--- config.mk ---
export PLATFORM = sky130hd
export DESIGN_NAME = mesh_term_arb_fifo_flat
export DESIGN_NICKNAME = d
export VERILOG_FILES = /design/src/rtl/mesh_term_arb_fifo_pkg.sv /design/src/rtl/mesh_term_arb_fifo_if.sv /design/src/rtl/mesh_term_arb_fifo_fifo.sv /design/src/rtl/mesh_term_arb_fifo.sv /design/src/flat_wrapper.sv
export SDC_FILE = /design/constraint.sdc
export NUM_CORES = 1
export LEC_CHECK = 0
export CORE_MARGIN = 2
export CORE_UTILIZATION = 45
export DETAILED_ROUTE_END_ITERATION = 7
export PLACE_DENSITY = 0.7
export SLEW_MARGIN = 0
export SYNTH_ARGS = -nofsm -noshare
export SYNTH_HDL_FRONTEND = slang
export SYNTH_SLANG_ARGS = --single-unit
--- constraint.sdc ---
create_clock -name clk -period 12.49 [get_ports clk]
set_input_delay 1.8735 -clock clk [delete_from_list [all_inputs] [get_ports clk]]
set_output_delay 1.8735 -clock clk [all_outputs]
set_load 0.02 [all_outputs]
--- src/rtl/mesh_term_arb_fifo_pkg.sv ---
// Shared packet types and round-robin helper for the mesh terminal arbiter FIFO.
package mesh_arb_pkg;

  localparam int PKT_W       = 40;
  localparam int TGT_ROW_W   = 4;
  localparam int TGT_COL_W   = 4;
  localparam int TGT_ROW_MSB = PKT_W - 1;
  localparam int TGT_ROW_LSB = PKT_W - TGT_ROW_W;
  localparam int TGT_COL_MSB = TGT_ROW_LSB - 1;
  localparam int TGT_COL_LSB = TGT_ROW_LSB - TGT_COL_W;
  localparam int MAX_CH      = 32;

  typedef logic [PKT_W-1:0] pkt_t;

  // First requester at or after ptr, wrapping modulo nch; 0 when nothing requests.
  function automatic int rr_next(input int ptr, input logic [MAX_CH-1:0] req, input int nch);
    int   idx;
    int   gnt;
    logic found;
    gnt   = 0;
    found = 1'b0;
    for (int i = 0; i < MAX_CH; i++) begin
      if (i < nch) begin
        idx = ptr + i;
        if (idx >= nch) idx = idx - nch;
        if (!found && req[idx]) begin
          found = 1'b1;
          gnt   = idx;
        end
      end
    end
    return gnt;
  endfunction

endpackage

--- src/rtl/mesh_term_arb_fifo_if.sv ---
// Terminal/mesh-side bundle of the arbiter FIFO; MESH_ARB_STATS_EN adds the per-channel
// grant/drop counters. master = terminals + mesh, slave = the buffer block.
interface mesh_term_arb_fifo_if #(
  parameter int NUM_CH     = 4,
  parameter int PCKG_SZ    = 40,
  parameter int FIFO_DEPTH = 4
);
  localparam int CH_W  = $clog2(NUM_CH);
  localparam int CNT_W = $clog2(FIFO_DEPTH + 1);

  logic [NUM_CH-1:0]         push;
  logic [NUM_CH*PCKG_SZ-1:0] data_in;
  logic [NUM_CH-1:0]         full;
  logic [NUM_CH*CNT_W-1:0]   count;
  logic [NUM_CH-1:0]         overflow;
  logic [PCKG_SZ-1:0]        data_out;
  logic [CH_W-1:0]           src_ch;
  logic                      pndng;
  logic                      pop;
`ifdef MESH_ARB_STATS_EN
  logic [NUM_CH*16-1:0]      grant_cnt;
  logic [NUM_CH*16-1:0]      drop_cnt;
`endif

  modport master (
    output push, data_in, pop,
    input  full, count, overflow, data_out, src_ch, pndng
`ifdef MESH_ARB_STATS_EN
    , input grant_cnt, drop_cnt
`endif
  );

  modport slave (
    input  push, data_in, pop,
    output full, count, overflow, data_out, src_ch, pndng
`ifdef MESH_ARB_STATS_EN
    , output grant_cnt, drop_cnt
`endif
  );

endinterface

--- src/rtl/mesh_term_arb_fifo_fifo.sv ---
// Single-channel terminal FIFO: head visible combinationally, dequeue takes effect on the edge.
// A push while full is dropped and latches a sticky overflow flag until reset.
module mesh_term_fifo #(
  parameter int W     = 40,
  parameter int DEPTH = 4,
  parameter int CNT_W = 3
) (
  input  logic             clk,
  input  logic             reset,
  input  logic             i_push,
  input  logic [W-1:0]     i_dat,
  input  logic             i_deq,
  output logic [W-1:0]     o_head,
  output logic             o_full,
  output logic [CNT_W-1:0] o_count,
  output logic             o_overflow
);
  localparam int              AW      = $clog2(DEPTH);
  localparam logic [CNT_W-1:0] C_DEPTH = CNT_W'(DEPTH);
  localparam logic [AW-1:0]   C_LAST  = AW'(DEPTH - 1);

  logic [W-1:0]     r_mem [DEPTH];
  logic [AW-1:0]    r_wr;
  logic [AW-1:0]    r_rd;
  logic [CNT_W-1:0] r_cnt;
  logic             r_ovf;
  logic             w_full;
  logic             w_acc;
  logic             w_deq;

  // Acceptance looks only at the pre-edge count, so a same-edge dequeue never frees a slot.
  assign w_full = (r_cnt == C_DEPTH);
  assign w_acc  = i_push && !w_full;
  assign w_deq  = i_deq && (r_cnt != '0);

  always_ff @(posedge clk or negedge reset) begin
    if (!reset) begin
      r_wr  <= '0;
      r_rd  <= '0;
      r_cnt <= '0;
      r_ovf <= 1'b0;
    end else begin
      if (w_acc) r_wr <= (r_wr == C_LAST) ? '0 : r_wr + 1'b1;
      if (w_deq) r_rd <= (r_rd == C_LAST) ? '0 : r_rd + 1'b1;
      r_cnt <= r_cnt + CNT_W'(w_acc) - CNT_W'(w_deq);
      if (i_push && w_full) r_ovf <= 1'b1;
    end
  end

  always_ff @(posedge clk) begin
    if (w_acc) r_mem[r_wr] <= i_dat;
  end

  assign o_head     = r_mem[r_rd];
  assign o_full     = w_full;
  assign o_count    = r_cnt;
  assign o_overflow = r_ovf;

endmodule

--- src/rtl/mesh_term_arb_fifo.sv ---
// N-channel terminal ingress buffer: round-robin drain into a registered pndng/pop stage, one cycle
// push-to-pndng, 1 pkt/cycle under pop; full channels drop pushes. MESH_ARB_STATS_EN adds grant/drop counters.
module mesh_term_arb_fifo
  import mesh_arb_pkg::*;
#(
  parameter int PCKG_SZ    = 40,
  parameter int FIFO_DEPTH = 4,
  parameter int NUM_CH     = 4
) (
  input  logic                   clk,
  input  logic                   reset,
  mesh_term_arb_fifo_if.slave    bus
);
  localparam int              CH_W      = $clog2(NUM_CH);
  localparam int              CNT_W     = $clog2(FIFO_DEPTH + 1);
  localparam logic [CH_W-1:0] C_LAST_CH = CH_W'(NUM_CH - 1);

  logic [PCKG_SZ-1:0]      w_head [NUM_CH];
  logic [NUM_CH-1:0]       w_req;
  logic [NUM_CH-1:0]       w_deq;
  logic [NUM_CH-1:0]       w_full;
  logic [NUM_CH-1:0]       w_ovf;
  logic [NUM_CH*CNT_W-1:0] w_count;
  logic                    w_load;
  logic                    w_any;
  logic [CH_W-1:0]         w_gnt;

  logic [PCKG_SZ-1:0]      r_dat;
  logic [CH_W-1:0]         r_src;
  logic [CH_W-1:0]         r_ptr;
  logic                    r_pndng;

  for (genvar c = 0; c < NUM_CH; c++) begin : g_ch
    mesh_term_fifo #(
      .W     (PCKG_SZ),
      .DEPTH (FIFO_DEPTH),
      .CNT_W (CNT_W)
    ) u_fifo (
      .clk        (clk),
      .reset      (reset),
      .i_push     (bus.push[c]),
      .i_dat      (bus.data_in[c*PCKG_SZ +: PCKG_SZ]),
      .i_deq      (w_deq[c]),
      .o_head     (w_head[c]),
      .o_full     (w_full[c]),
      .o_count    (w_count[c*CNT_W +: CNT_W]),
      .o_overflow (w_ovf[c])
    );
    assign w_req[c] = (w_count[c*CNT_W +: CNT_W] != '0);
    assign w_deq[c] = w_load && w_any && (w_gnt == CH_W'(c));
  end

  // The output stage refills whenever it is empty or being consumed this edge.
  assign w_load = !r_pndng || bus.pop;
  assign w_any  = |w_req;
  assign w_gnt  = CH_W'(rr_next(int'(r_ptr), MAX_CH'(w_req), NUM_CH));

  always_ff @(posedge clk or negedge reset) begin
    if (!reset) begin
      r_dat   <= '0;
      r_src   <= '0;
      r_ptr   <= '0;
      r_pndng <= 1'b0;
    end else if (w_load) begin
      r_pndng <= w_any;
      if (w_any) begin
        r_dat <= w_head[w_gnt];
        r_src <= w_gnt;
        r_ptr <= (w_gnt == C_LAST_CH) ? '0 : w_gnt + 1'b1;
      end
    end
  end

  assign bus.full     = w_full;
  assign bus.overflow = w_ovf;
  assign bus.count    = w_count;
  assign bus.data_out = r_dat;
  assign bus.src_ch   = r_src;
  assign bus.pndng    = r_pndng;

`ifdef MESH_ARB_STATS_EN
  for (genvar c = 0; c < NUM_CH; c++) begin : g_stats
    logic [15:0] r_grant;
    logic [15:0] r_drop;
    // Grants wrap freely; drops saturate so a stuck terminal stays visible.
    always_ff @(posedge clk or negedge reset) begin
      if (!reset) begin
        r_grant <= '0;
        r_drop  <= '0;
      end else begin
        if (r_pndng && bus.pop && (r_src == CH_W'(c))) r_grant <= r_grant + 16'd1;
        if (bus.push[c] && w_full[c] && (r_drop != 16'hFFFF)) r_drop <= r_drop + 16'd1;
      end
    end
    assign bus.grant_cnt[c*16 +: 16] = r_grant;
    assign bus.drop_cnt[c*16 +: 16]  = r_drop;
  end
`endif

endmodule

--- src/flat_wrapper.sv ---
// flat-port wrapper written by rule: the top's interface ports become plain ports
module mesh_term_arb_fifo_flat import mesh_arb_pkg::*;
#(
  parameter int PCKG_SZ    = 40,
  parameter int FIFO_DEPTH = 4,
  parameter int NUM_CH     = 4
)
  (clk, reset, bus_push, bus_data_in, bus_pop, bus_full, bus_count, bus_overflow, bus_data_out, bus_src_ch, bus_pndng);
  mesh_term_arb_fifo_if #(.NUM_CH(NUM_CH), .PCKG_SZ(PCKG_SZ), .FIFO_DEPTH(FIFO_DEPTH)) bus_i ();
  input  logic clk;
  input  logic reset;
  input wire logic [$bits(bus_i.push)-1:0] bus_push;
  input wire logic [$bits(bus_i.data_in)-1:0] bus_data_in;
  input wire logic [$bits(bus_i.pop)-1:0] bus_pop;
  output wire logic [$bits(bus_i.full)-1:0] bus_full;
  output wire logic [$bits(bus_i.count)-1:0] bus_count;
  output wire logic [$bits(bus_i.overflow)-1:0] bus_overflow;
  output wire logic [$bits(bus_i.data_out)-1:0] bus_data_out;
  output wire logic [$bits(bus_i.src_ch)-1:0] bus_src_ch;
  output wire logic [$bits(bus_i.pndng)-1:0] bus_pndng;
  assign bus_i.push = bus_push;
  assign bus_i.data_in = bus_data_in;
  assign bus_i.pop = bus_pop;
  assign bus_full = bus_i.full;
  assign bus_count = bus_i.count;
  assign bus_overflow = bus_i.overflow;
  assign bus_data_out = bus_i.data_out;
  assign bus_src_ch = bus_i.src_ch;
  assign bus_pndng = bus_i.pndng;
  mesh_term_arb_fifo #(.PCKG_SZ(PCKG_SZ), .FIFO_DEPTH(FIFO_DEPTH), .NUM_CH(NUM_CH)) u_core (.clk(clk), .reset(reset), .bus(bus_i));
endmodule
# --- Yosys cells after proc, flatten, opt, wreduce, memory -nomap -nowiden ---
# Memory sizes are Yosys's and may differ from the RTL's.
# Index checks and enable logic that the tools add are counted.
totals:
  out_inout_bits: 63
  register_bits: 77
  mem_bits_rw: 640
  in_bits: 167
  word_cells: 152
  n_memories: 4
memory_table:
  columns: ["name", "depth", "word_bits", "read_ports", "rd_ports_with_merged_regs", "write_ports", "line_no", "text"]
  rows:
  - ["u_core.g_ch[0].u_fifo.r_mem", 4, 40, 1, 0, 1, "mesh_term_arb_fifo_fifo.sv:22", "logic [W-1:0] r_mem [DEPTH];"]
  - ["u_core.g_ch[1].u_fifo.r_mem", 4, 40, 1, 0, 1, "mesh_term_arb_fifo_fifo.sv:22", null]
  - ["u_core.g_ch[2].u_fifo.r_mem", 4, 40, 1, 0, 1, "mesh_term_arb_fifo_fifo.sv:22", null]
  - ["u_core.g_ch[3].u_fifo.r_mem", 4, 40, 1, 0, 1, "mesh_term_arb_fifo_fifo.sv:22", null]
op_classes:
  bitwise_logic: 1
  n_reduce_logical: 36
  mux: 43
  order_cmp: 9
  add_sub_neg: 24
  eq_ne: 15
ops:
  columns: ["operator", "count"]
  rows:
  - ["$lt A32 B7 Y1 const B", 4]
  - ["$mux W32", 4]
  - ["$ge A32 B4 Y1 const B", 3]
  - ["$sub A32 B4 Y32 const B", 3]
  - ["$bmux W40 S2", 1]
  - ["$mux W40", 2]
  - ["$mux W2", 13]
  - ["$bmux W1 S5", 4]
  - ["$eq A2 B2 Y1 const B", 10]
  - ["$logic_and A1 B1 Y1", 20]
  - ["$mux W1", 19]
  - ["$add A2 B1 Y2 const B", 9]
  - ["$add A3 B1 Y3", 4]
  - ["$eq A3 B3 Y1 const B", 4]
  - ["$reduce_bool A3 Y1", 4]
  - ["$sub A3 B1 Y3", 4]
  - ["$logic_not A1 Y1", 8]
  - ["$add A2 B2 Y3 const B", 2]
  - ["$reduce_or A4 Y1", 1]
  - ["$sub A2 B3 Y4 const B", 1]
  - ["$add A2 B1 Y3 const B", 1]
  - ["$ge A2 B3 Y1 const B", 1]
  - ["$ge A3 B3 Y1 const B", 1]
  - ["$not A2 Y3", 1]
  - ["4 further kinds", 4]

# --- Logic depth before layout (Yosys ltp) ---
# Gate-level depths: netlist of the first run.
depth:
  ltp_word: 19
  depth_mapped: 21
  mapped_depth_nobuf: 18

# --- By module ---
# Synthesis of the first run repeated with hierarchy kept, for this count alone.
unflattened:
  hier_cells: 1313
  hier_area_um2: 28247.1
by_module_without_submodules:
  columns: ["mod", "cells_per_inst", "area_each_um2", "n_inst", "seq_area_each_um2"]
  rows:
  - ["mesh_term_fifo (u_core.g_ch[1].u_fifo ...)", 255, 6283.5, 3, 5004.8]
  - ["mesh_term_fifo (u_core.g_ch[0].u_fifo)", 253, 6349.8, 1, 5004.8]
  - ["mesh_term_arb_fifo", 295, 3046.7, 1, 1126.1]

# --- Least setup slack after synthesis of the first run ---
# No wires, ideal clock.
synth_timing:
  path_type: "register to register"
  startpoint: "register u_core.r_ptr[0]"
  endpoint: "register u_core.g_ch[3].u_fifo.r_cnt[2]"
  arrival_ns: 4.021
  stages_incl_launch_ff: 21
  setup_ns: 0.134
  period_less_slack_ns: 4.155
  setup_slack_ns: 8.335
  required_ns: 12.356
  n_path_buf: 4
  path_cell_list: "dfrtp_1 > clkbuf_1 > inv_1 > clkbuf_1 > ha_1 > buf_1 > mux2i_1 > o21ai_0 > a31oi_1 > inv_2 > buf_2 > ha_1 > nand3_1 > inv_1 > ha_1 > inv_1 > ha_1 > inv_1 > fa_1 > xnor2_1 > xnor2_1"
synth_via:
  elab_chain_len: 19
  word_cells_on_any_way: 44
  cone_classes: "add/sub (8); order compare (4); eq/ne (1); mux (23); reduce/logical (8)"
synth_lines:
  columns: ["item", "line_no", "text"]
  rows:
  - ["from (decl)", "mesh_term_arb_fifo.sv:30", "logic [CH_W-1:0] r_ptr;"]
  - ["from (signal assigned)", "mesh_term_arb_fifo.sv:69", "r_ptr <= (w_gnt == C_LAST_CH) ? '0 : w_gnt + 1'b1;"]
  - ["branches (longest 14 deep; another with $sub A32 B4 Y32)", null, null]
  - ["$mux W2 (*)", "mesh_term_arb_fifo_pkg.sv:26", "if (!found && req[idx]) begin"]
  - ["$eq A2 B2 Y1 (*)", "mesh_term_arb_fifo.sv:50", "assign w_deq[c] = w_load && w_any && (w_gnt == CH_W'(c));"]
  - ["$logic_and A1 B1 Y1 (*)", "mesh_term_arb_fifo.sv:50", null]
  - ["$logic_and A1 B1 Y1 (*)", "mesh_term_arb_fifo_fifo.sv:34", "assign w_deq = i_deq && (r_cnt != '0);"]
  - ["net u_core.g_ch[3].u_fifo.w_deq", "mesh_term_arb_fifo_fifo.sv:29", "logic w_deq;"]
  - ["$sub A3 B1 Y3 (*)", "mesh_term_arb_fifo_fifo.sv:45", "r_cnt <= r_cnt + CNT_W'(w_acc) - CNT_W'(w_deq);"]
  - ["to (signal assigned)", "mesh_term_arb_fifo_fifo.sv:45", null]
  - ["to (decl)", "mesh_term_arb_fifo_fifo.sv:25", "logic [CNT_W-1:0] r_cnt;"]
# Mark *: on every way through the listed nets, which the timed path passes. The select of a mux whose other input is x is not followed.
# A chain may end at the register's enable or synchronous reset.

# --- Worst setup path in the final report of the first run ---
# Ends and elaborated chain as after synthesis.

==> impl_metrics.env, run 1 <==
export IMPL_drt_initial_drc_count=1097
export IMPL_die_w_microns=254
export IMPL_worst_clock_skew_ns=0.0200
export IMPL_syn_nets=1558
export IMPL_dr_pass1_iters=6
export IMPL_row_count=91
export IMPL_cts_num_sinks=717
export IMPL_ioPinCount=230
export IMPL_p_comb_share_pct=34.3
export IMPL_syn_avg_cell_area_sq_um=20.8
export IMPL_clk_insertion_delay_late_ns=0.61
export IMPL_utilization_pct=54.8
export IMPL_drv_cap=0
export IMPL_crit_buf_inv=5
export IMPL_grt_setup_unrepaired="no"
export IMPL_hp_class="reg2reg"
export IMPL_crit_family="adder cells"
export IMPL_hold_buffers=0
export IMPL_route_vias_total=13800
export IMPL_syn_inst=1356
export IMPL_h_tree_depth=3
export IMPL_grt_pass1_wl_microns=93400
export IMPL_hold_start="u_core.g_ch[2].u_fifo.o_overflow"
export IMPL_clock_path_buffers=3
export IMPL_root_buffer="clkbuf_16"
export IMPL_routed_via_density=5.51
export IMPL_drive_gt1_share_pct=22.5
export IMPL_ff2ff_path_depth=16
export IMPL_synth_cell_types=46
export IMPL_startpoint_type="flip-flop"
export IMPL_coreArea_sq_mm=0.0618
export IMPL_slowest_delay_ns=0.65
export IMPL_track_usage_pct=20.1
export IMPL_intPower_mw=5.83
export IMPL_setup_tns_ns=0
export IMPL_outcome="finished clean"
export IMPL_synthArstFlopShare_pct=10.7
export IMPL_p_seq_share_pct=40.1
export IMPL_ir_worst_vdd_uv=148
export IMPL_yosysSeqAreaShare_pct=75.0
export IMPL_arrival_ns=5.23
export IMPL_timing_rr_end="u_core.g_ch[3].u_fifo.o_count[2]"
export IMPL_slowest_stage="inv_4"
export IMPL_power_leakage_nw=11.5
export IMPL_swShare_pct=31.7
export IMPL_hold_end="u_core.g_ch[2].u_fifo.o_overflow"
export IMPL_worstSetupEndpointType="flip-flop"
export IMPL_total_power_mw=8.54
export IMPL_post_cts_setup_buffers=0
export IMPL_path_cells="inv_1, ha_1, mux2i_1, o21ai_0, a31oi_1, inv_4, ha_1, nand3_1, inv_1, ha_1, inv_1, ha_1, inv_1, fa_1, xnor2_1, xnor2_1"
export IMPL_postRouteAntennaNets=0
export IMPL_pwr_share_clk_pct=25.6
export IMPL_portBuffers=229
export IMPL_worstPathRequired_ns=12.97
export IMPL_fp_dieH_microns=254
export IMPL_relSlewSlack_pct=30.1
export IMPL_route_detailed_drc=0
export IMPL_period_share_pct=38.0
export IMPL_synthFlopType="edfxtp_1"
export IMPL_nets=1815
export IMPL_fmaxAchievable_ghz=0.211
export IMPL_dpl_hpwl_microns=40300
export IMPL_worstMarginPinSlew_ns=1.05
export IMPL_area_growth_pct=20.1
export IMPL_grt_pass1_vias=14500
export IMPL_ys_warn_count=0
export IMPL_regToRegSetupSlack_ns=7.74
export IMPL_wire_per_inst_microns=25.4
export IMPL_r2r_start="u_core.r_ptr[0]"
export IMPL_place_gp_congestion=0.874
export IMPL_cp_max_fo=41
export IMPL_switchingPower_mw=2.71
export IMPL_antenna_found_initial=6
export IMPL_die_area_sq_mm=0.0647
export IMPL_ys_ff_latch=717
export IMPL_grt_max_degree=82
export IMPL_start_util_pct=45.6
export IMPL_wl_microns=63700
export IMPL_cts_tree="built"
export IMPL_cts_resized=0
export IMPL_period_needed_ns=4.75
export IMPL_hold_depth=1
export IMPL_slew_violations=0
export IMPL_synth_edf_count=640
export IMPL_setup_viol=0
export IMPL_crit_type="reg2reg"
export IMPL_overflow=0
export IMPL_fill_cells=4698
export IMPL_cts_buffers=75
export IMPL_worst_hold_slack_ns=0.455
export IMPL_power_density_mw_per_mm2=252
export IMPL_synth_area_sq_mm=0.0282
export IMPL_clk_pin_slew_ns=0.06
export IMPL_finalHoldViolCount=0
-- metal layers --
| layer | global-route usage, % | wire length [microns] | up-vias |
|---|---|---|---|
| li1 | - | - | 6007 |
| met4 | 4.64 | 1130 | 12 |
| met5 | 0 | 71 | - |
| met3 | 4.09 | 4120 | 99 |
| met1 | 26.2 | 25300 | 7259 |
| met2 | 34.7 | 33100 | 452 |
-- layout make-up --
type	count	area [sq um]	area share, %
Clock buffer	97	2070	6.12
Multi-Input combinational cell	529	6600	19.5
Timing Repair Buffer	256	2490	7.36
Inverter	34	130	0.384
Clock inverter	37	355	1.05
Tap cell	837	1050	3.09
Sequential cell	717	21200	62.5
Antenna cell	3	7.51	0.0222
-- power by group through the flow --
stage | clock, mW | combinational [mW] | sequential, mW
finish | 2.18 | 2.93 | 3.43
floorplan | 0 | 1.91 | 3.48
global route | 2.32 | 3.15 | 3.47
global placement | 0 | 2.93 | 3.44
detailed placement | 0 | 3.00 | 3.47
CTS | 2.23 | 3.01 | 3.43
-- worst max path at each step --
stage                     from                          endpoint  slack, ns  cells past startpoint
2_1_floorplan  u_core.r_ptr[0]  u_core.g_ch[3].u_fifo.o_count[2]       8.33                     20
3_3_place_gp           bus_pop  u_core.g_ch[1].u_fifo.o_count[2]       7.90                     11
3_5_place_dp   u_core.r_ptr[0]  u_core.g_ch[3].u_fifo.o_count[2]       7.77                     16
4_1_cts        u_core.r_ptr[0]  u_core.g_ch[3].u_fifo.o_count[2]       7.72                     16
5_1_grt        u_core.r_ptr[0]  u_core.g_ch[3].u_fifo.o_count[2]       7.38                     16
6_report       u_core.r_ptr[0]  u_core.g_ch[3].u_fifo.o_count[2]       7.74                     16
-- logic make-up after synthesis --
kind of cell | Yosys count | share of synthesized area [%]
AOI/OAI and AO/OA | 74 | 1.50
xor gates and xnor gates | 8 | 0.249
adders and majority gates | 35 | 1.66
buffers and inverters | 110 | 1.67
DFF | 717 | 75.0
muxes | 294 | 17.8
and+or+nand+nor | 118 | 2.07
-- flip-flops by register name, summed over array words and instances (netlist names) --
name / count
u_core.g_ch.u_fifo.o_count: 12
u_core.r_ptr: 2
u_core.bus.src_ch: 2
u_core.bus.pndng: 1
u_core.g_ch.u_fifo.o_overflow: 4
u_core.bus.data_out: 40
u_core.g_ch.u_fifo.r_mem: 640
u_core.g_ch.u_fifo.r_wr: 8
u_core.g_ch.u_fifo.r_rd: 8
-- cell usage after synthesis, drive strengths merged, types with 3 or more instances --
master / instances / area, sq um
edfxtp: 640 / 19200
mux4: 162 / 3650
mux2i: 86 / 861
dfrtp: 77 / 1930
nand2: 55 / 206
o21ai: 54 / 270
clkbuf: 50 / 188
mux2: 46 / 518
inv: 34 / 128
ha: 31 / 388
buf: 26 / 156
and3: 16 / 100
nor2: 13 / 48.8
or3: 9 / 56.3
nor3: 6 / 30.0
a21o: 5 / 37.5
and2: 5 / 31.3
xnor2: 5 / 43.8
fa: 4 / 80.1
a211oi: 3 / 22.5
nand2b: 3 / 26.3
xor2: 3 / 26.3
-- metrics by stage --
stage	cells	setup WS, ns	instance area, sq um
after global routing	2507	7.38	33800
after global placement	2373	7.90	31400
after detailed placement	2373	7.77	31400
after floorplan	1356	8.33	28200
after CTS	2507	7.72	33800
final	2510	7.74	33900
-- layout by cell type, fill, tap and decap left out, types with 6 or more instances in the layout --
| master | instances |
|---|---|
| dfrtp_2 | 7 |
| mux2_2 | 46 |
| bufinv_16 | 6 |
| buf_4 | 28 |
| edfxtp_1 | 640 |
| clkbuf_16 | 77 |
| clkdlybuf4s50_1 | 228 |
| clkbuf_8 | 7 |
| clkinv_2 | 12 |
| mux2i_1 | 86 |
| nor2_1 | 13 |
| ha_1 | 31 |
| clkbuf_1 | 13 |
| nor3_1 | 6 |
| and3_2 | 16 |
| o21ai_0 | 49 |
| clkinv_1 | 13 |
| dfrtp_1 | 70 |
| or3_1 | 9 |
| inv_1 | 32 |
| mux4_2 | 162 |
| nand2_1 | 55 |
No activity file was read; power rests on OpenSTA's default activity.
==> inputs of run 2 (changes only) <==
--- a/config.mk
+++ b/config.mk
@@ -8,7 +8,7 @@
 export CORE_MARGIN = 2
 export CORE_UTILIZATION = 45
 export DETAILED_ROUTE_END_ITERATION = 7
-export PLACE_DENSITY = 0.7
+export PLACE_DENSITY = 0.73
 export SLEW_MARGIN = 0
 export SYNTH_ARGS = -nofsm -noshare
 export SYNTH_HDL_FRONTEND = slang
==> constraint.sdc (replaced) <==
create_clock -name clk -period 4.2 [get_ports clk]
set_input_delay 0.63 -clock clk [delete_from_list [all_inputs] [get_ports clk]]
set_output_delay 0.63 -clock clk [all_outputs]
set_load 0.02 [all_outputs]
==> run 2 against run 1 <==
Against the previous run:
- core utilization is 0.34 points higher
- global-route usage is 0.068 points higher
- first-iteration DRC count is 2.4% lower
- fmax is 19% higher
- via count is 0.40% lower
- sequential power grew to 3.1 times the previous value
- final cell count is 0.68% higher
==> impl_metrics.env, run 2 (synthesized netlist as in run 1, its figures left out) <==
export IMPL_slew_violations=0
export IMPL_wl_microns=63300
export IMPL_power_density_mw_per_mm2=754
export IMPL_startpoint="u_core.r_ptr[0]"
export IMPL_root_buffer="clkbuf_16"
export IMPL_die_area_sq_mm=0.0647
export IMPL_grt_pass1_wl_microns=94500
export IMPL_worst_hold_slack_ns=0.203
export IMPL_multiInputGateArea_sq_mm=0.00660
export IMPL_cts_tree="built"
export IMPL_total_power_mw=25.7
export IMPL_clk_insertion_delay_late_ns=0.61
export IMPL_fill_cells=4727
export IMPL_grt_pass1_vias=14700
export IMPL_outcome="finished clean"
export IMPL_period_needed_ns=3.98
export IMPL_fp_dieH_microns=254
export IMPL_overflow=0
export IMPL_power_leakage_nw=11.6
export IMPL_arrival_ns=4.45
export IMPL_ioPinCount=230
export IMPL_post_cts_setup_buffers=0
export IMPL_worstSetupEndpointType="flip-flop"
export IMPL_start_util_pct=45.6
export IMPL_utilization_pct=55.1
export IMPL_hp_class="in2async"
export IMPL_cts_buffers=75
export IMPL_route_vias_total=13800
export IMPL_r2r_start="u_core.r_ptr[0]"
export IMPL_fin_cells=2527
export IMPL_drt_initial_drc_count=1071
export IMPL_drive_gt1_share_pct=23.8
export IMPL_die_w_microns=254
export IMPL_mostFrequentLayoutCells="edfxtp_1 (640), clkdlybuf4s50_1 (228), mux4_2 (162), mux2i_1 (86), clkbuf_16 (78)"
export IMPL_period_share_pct=94.8
export IMPL_dr_pass1_iters=7
export IMPL_nets=1829
export IMPL_clk_pin_slew_ns=0.06
export IMPL_drv_cap=0
export IMPL_fmaxAchievable_ghz=0.251
export IMPL_grt_max_degree=81
export IMPL_portBuffers=229
export IMPL_setup_viol=0
export IMPL_cts_resized=0
export IMPL_regToRegSetupSlack_ns=0.22
export IMPL_dpl_hpwl_microns=41500
export IMPL_row_count=91
export IMPL_postRouteAntennaNets=0
export IMPL_antenna_found_initial=9
export IMPL_track_usage_pct=20.1
export IMPL_startpoint_type="flip-flop"
export IMPL_wire_per_inst_microns=25.1
export IMPL_clock_path_buffers=3
export IMPL_area_growth_pct=20.8
export IMPL_relSlewSlack_pct=23.7
export IMPL_routed_via_density=5.45
export IMPL_final_common_cell="edfxtp_1"
export IMPL_worstPathRequired_ns=4.67
export IMPL_crit_type="reg2reg"
export IMPL_top_register="u_core.g_ch.u_fifo.r_mem"
export IMPL_hold_buffers=0
export IMPL_finalHoldViolCount=0
export IMPL_worstMarginPinSlew_ns=1.14
export IMPL_ir_worst_vdd_uv=771
export IMPL_cts_num_sinks=717
export IMPL_place_gp_congestion=0.918
export IMPL_cp_max_fo=42
export IMPL_route_detailed_drc=0
export IMPL_largest_reg_flops=640
export IMPL_h_tree_depth=3
export IMPL_worst_clock_skew_ns=0.0184
export IMPL_seqCellArea_sq_mm=0.0212
export IMPL_dp_cells=2387
export IMPL_coreArea_sq_mm=0.0618
-- run 2: changes by cell type in the layout (fill, tap and decap cells not counted), moves of 2 or more --
cell	before	now
buf_4	28	39
clkinv_2	12	20
clkbuf_1	13	6
clkbuf_8	7	0
buf_12	0	3
clkinv_4	0	3
bufinv_16	6	8
clkinvlp_4	1	3
-- run 2: worst paths after layout --
check,depth (start not counted),end
min in group clk,1,u_core.g_ch[3].u_fifo.o_overflow
hold reg to reg,1,u_core.g_ch[3].u_fifo.o_overflow
setup reg to reg,12,u_core.g_ch[2].u_fifo.o_count[1]
setup / recovery,12,u_core.g_ch[2].u_fifo.o_count[1]
hold / removal,1,u_core.g_ch[1].u_fifo.r_rd[1]
max in group asynchronous,1,u_core.g_ch[2].u_fifo.r_rd[1]
-- run 2: worst max-delay path: stages, from the launching register on --
cell and delay [ns]:
dfrtp_1 0.55, inv_1 0.11, ha_1 0.55, mux2i_1 0.28, nand4_1 0.17, a2111o_1 0.46, and2_2 0.21, buf_4 0.29
nor2_1 0.31, ha_1 0.28, inv_1 0.06, ha_1 0.15, fa_1 0.42
-- run 2: metrics by stage --
stage / setup slack [ns] / cell area (sq um) / TNS, ns
3_3_place_gp: 0.472 / 31600 / 0
3_5_place_dp: 0.357 / 31600 / 0
4_1_cts: 0.347 / 34100 / 0
2_1_floorplan: 0.0447 / 28200 / 0
5_1_grt: -0.00766 / 34100 / -0.00766
6_report: 0.218 / 34100 / 0
-- run 2: cell type report --
cell class	instances	area share [%]
repair buffers	270	7.73
clock buffers	84	5.80
well taps	837	3.07
inverters	34	0.382
clock inverters	54	1.52
diodes	2	0.0147
multi-input cells	529	19.4
flip-flops and latches	717	62.1
-- run 2: power by group --
part / internal [mW] / leakage (nW) / total [mW] / switching, mW
clock network: 3.90 / 1.23 / 6.62 / 2.72
registers: 9.50 / 6.77 / 10.5 / 0.983
logic: 4.10 / 3.63 / 8.59 / 4.49
-- run 2: metal layers --
metal	GRT usage, %	up-vias	part of all wire [%]
li1	-	6031	-
met1	25.7	7197	39
met2	34.2	409	51
met3	5.57	118	7.4
met4	4.99	18	2.1
met5	0	-	0.19
==> inputs of run 3 (changes only) <==
--- a/config.mk
+++ b/config.mk
@@ -5,6 +5,7 @@
 export SDC_FILE = /design/constraint.sdc
 export NUM_CORES = 1
 export LEC_CHECK = 0
+export ABC_AREA = 1
 export CORE_MARGIN = 2
 export CORE_UTILIZATION = 45
 export DETAILED_ROUTE_END_ITERATION = 7
==> run 3 against run 2 <==
Against the previous run:
- global-route usage up 2.4 points
- count of clock-buffer cells in the layout grew 7
- critical path depth is 1 higher
- synthesized cell count up 71%
- sequential power is essentially flat
- area after synthesis grew 3.4%
- power is 11% higher
- critical endpoint is now u_core.g_ch[2].u_fifo.o_count[2]
- highest routed layer unchanged
==> impl_metrics.env, run 3 <==
export IMPL_worst_clock_skew_ns=0.0325
export IMPL_nets=2707
export IMPL_fp_dieH_microns=259
export IMPL_fmaxAchievable_ghz=0.282
export IMPL_row_count=93
export IMPL_clock_path_buffers=3
export IMPL_drive_gt1_share_pct=7.89
export IMPL_slew_violations=0
export IMPL_synthArstFlopShare_pct=10.7
export IMPL_path_cells="nor2_2, nand2_1, nor4_1, nand2_1, nand2_2, inv_1, nand3_1, inv_2, ha_1, inv_1, ha_1, fa_1, xnor2_1"
export IMPL_final_common_cell="nand2_1"
export IMPL_place_gp_congestion=0.854
export IMPL_arrival_ns=4.03
export IMPL_die_area_sq_mm=0.0668
export IMPL_largest_reg_flops=640
export IMPL_syn_inst=2313
export IMPL_route_vias_total=19300
export IMPL_setup_tns_ns=0
export IMPL_clk_pin_slew_ns=0.07
export IMPL_ys_warn_count=0
export IMPL_cts_tree="built"
export IMPL_crit_type="reg2reg"
export IMPL_dpl_hpwl_microns=49700
export IMPL_grt_setup_unrepaired="no"
export IMPL_cts_buffers=71
export IMPL_clk_insertion_delay_late_ns=0.62
export IMPL_setup_viol=0
export IMPL_drt_initial_drc_count=1928
export IMPL_root_buffer="clkbuf_16"
export IMPL_cts_resized=0
export IMPL_slowest_delay_ns=0.56
export IMPL_synth_cell_types=31
export IMPL_yosysSeqAreaShare_pct=72.5
export IMPL_outcome="finished clean"
export IMPL_syn_avg_cell_area_sq_um=12.6
export IMPL_cp_max_fo=16
export IMPL_worstPathRequired_ns=4.69
export IMPL_grt_max_degree=84
export IMPL_syn_nets=2515
export IMPL_dr_pass1_iters=6
export IMPL_relSlewSlack_pct=23.3
export IMPL_mostFrequentLayoutCells="nand2_1 (766), edfxtp_1 (640), clkdlybuf4s50_1 (228), a21oi_1 (174), nand3_1 (173)"
export IMPL_drv_cap=0
export IMPL_routed_via_density=5.64
export IMPL_grt_pass1_wl_microns=113000
export IMPL_ys_ff_latch=717
export IMPL_wl_microns=76200
export IMPL_track_usage_pct=22.6
export IMPL_yosys_top_cells_area="edfxtp_1 (66%), nand2_1 (9.9%), dfrtp_1 (6.6%)"
export IMPL_yosys_cell_count_top_type="nand2_1"
export IMPL_synth_area_sq_mm=0.0292
export IMPL_ir_worst_vdd_uv=742
export IMPL_ys_top_cells_by_count="nand2_1 (767), edfxtp_1 (640), a21oi_1 (174)"
export IMPL_coreArea_sq_mm=0.0642
export IMPL_yosys_area_top_type="edfxtp_1"
export IMPL_post_cts_setup_buffers=0
export IMPL_top_register="u_core.g_ch.u_fifo.r_mem"
export IMPL_grt_pass1_vias=18700
export IMPL_slowest_stage="nor4_1"
export IMPL_worstSetupEndpointType="flip-flop"
export IMPL_worstMarginPinSlew_ns=1.14
export IMPL_postRouteAntennaNets=0
export IMPL_hold_buffers=0
export IMPL_ff2ff_path_depth=13
export IMPL_route_detailed_drc=0
export IMPL_regToRegSetupSlack_ns=0.66
export IMPL_h_tree_depth=3
export IMPL_total_power_mw=28.5
export IMPL_antenna_found_initial=10
export IMPL_yosys_area_top_type_share_pct=65.9
export IMPL_area_growth_pct=18.7
export IMPL_startpoint_type="flip-flop"
export IMPL_power_leakage_nw=12.5
export IMPL_portBuffers=229
export IMPL_utilization_pct=53.9
export IMPL_power_density_mw_per_mm2=823
export IMPL_ioPinCount=230
export IMPL_period_share_pct=84.4
export IMPL_synthFlopType="edfxtp_1"
export IMPL_period_needed_ns=3.54
export IMPL_dp_cells=3287
export IMPL_hp_class="in2async"
export IMPL_fin_cells=3419
export IMPL_finalHoldViolCount=0
export IMPL_overflow=0
export IMPL_start_util_pct=45.4
export IMPL_cts_num_sinks=717
export IMPL_die_w_microns=259
export IMPL_synth_edf_count=640
export IMPL_wire_per_inst_microns=22.3
[run 3: changes by cell type after synthesis, moves of 86 or more]
cell and change:
a21oi_1 +173, nand2_1 +712, mux4_2 -162, nand3_1 +172, mux2i_1 -86, a32o_1 +160
[run 3: where the power goes]
part | internal [mW] | leakage, nW | switching, mW
logic | 3.77 | 4.66 | 8.06
clock network | 3.60 | 1.12 | 2.62
registers | 9.57 | 6.76 | 0.870
total | 16.9 | 12.5 | 11.6
[run 3: worst max-delay path, delay by kind of cell (launching register included)]
kind | cells | cell delay [ns]
XOR/XNOR | 1 | 0.14
adder cells (fa/ha/maj) | 3 | 0.84
buffers and inverters | 3 | 0.43
flip-flops | 1 | 0.44
AND/OR/NAND/NOR | 6 | 1.56
[run 3: path summary, 6_finish.rpt]
| check | to | start |
|---|---|---|
| worst max-delay path | u_core.g_ch[2].u_fifo.o_count[2] | u_core.g_ch[3].u_fifo.o_count[1] |
| worst min-delay path | u_core.g_ch[0].u_fifo.o_overflow | reset |
| worst max register to register | u_core.g_ch[2].u_fifo.o_count[2] | u_core.g_ch[3].u_fifo.o_count[1] |
| worst min register to register | u_core.g_ch[2].u_fifo.o_overflow | u_core.g_ch[2].u_fifo.o_overflow |
| max in group asynchronous | u_core.g_ch[2].u_fifo.r_rd[1] | reset |
| min in group clk | u_core.g_ch[2].u_fifo.o_overflow | u_core.g_ch[2].u_fifo.o_overflow |
[run 3: metal layers]
| layer | share of wire [%] | up-vias | wire length, microns | GRT usage, % |
|---|---|---|---|---|
| met2 | 49 | 848 | 37400 | 37.3 |
| met5 | 0.072 | - | 55 | 0 |
| met3 | 7.9 | 129 | 5990 | 3.58 |
| met1 | 39 | 9556 | 29900 | 29.8 |
| li1 | - | 8754 | - | - |
| met4 | 3.7 | 8 | 2840 | 9.62 |
[run 3: kinds of logic (layout without fill, tap and decap cells)]
kind of cell | count (synthesis) | after routing | synth area share (%)
simple gates | 995 | 995 | 13.8
flops | 717 | 717 | 72.5
other cells | 0 | 4 | 0
compound gates | 352 | 352 | 8.86
fa+ha+maj | 35 | 35 | 1.60
buf+inv | 210 | 457 | 3.10
xor+xnor | 4 | 4 | 0.120
[run 3: final cells by class]
cell class / instances / area, sq um
Fill cell: 5184 / 29600
Sequential cell: 717 / 21200
Multi-Input combinational cell: 1386 / 7230
Timing Repair Buffer: 273 / 2630
Clock buffer: 91 / 1900
Tap cell: 855 / 1070
Clock inverter: 37 / 404
Inverter: 56 / 213
Antenna cell: 4 / 10.0
[run 3: through the flow]
step	cell area (sq um)	hold slack [ns]	setup WS, ns
final	34600	0.0326	0.656
after global placement	32300	0.458	0.925
after global routing	34600	0.0765	0.424
after CTS	34600	0.0457	0.826
after detailed placement	32300	0.462	0.844
after floorplan	29200	0.334	1.02
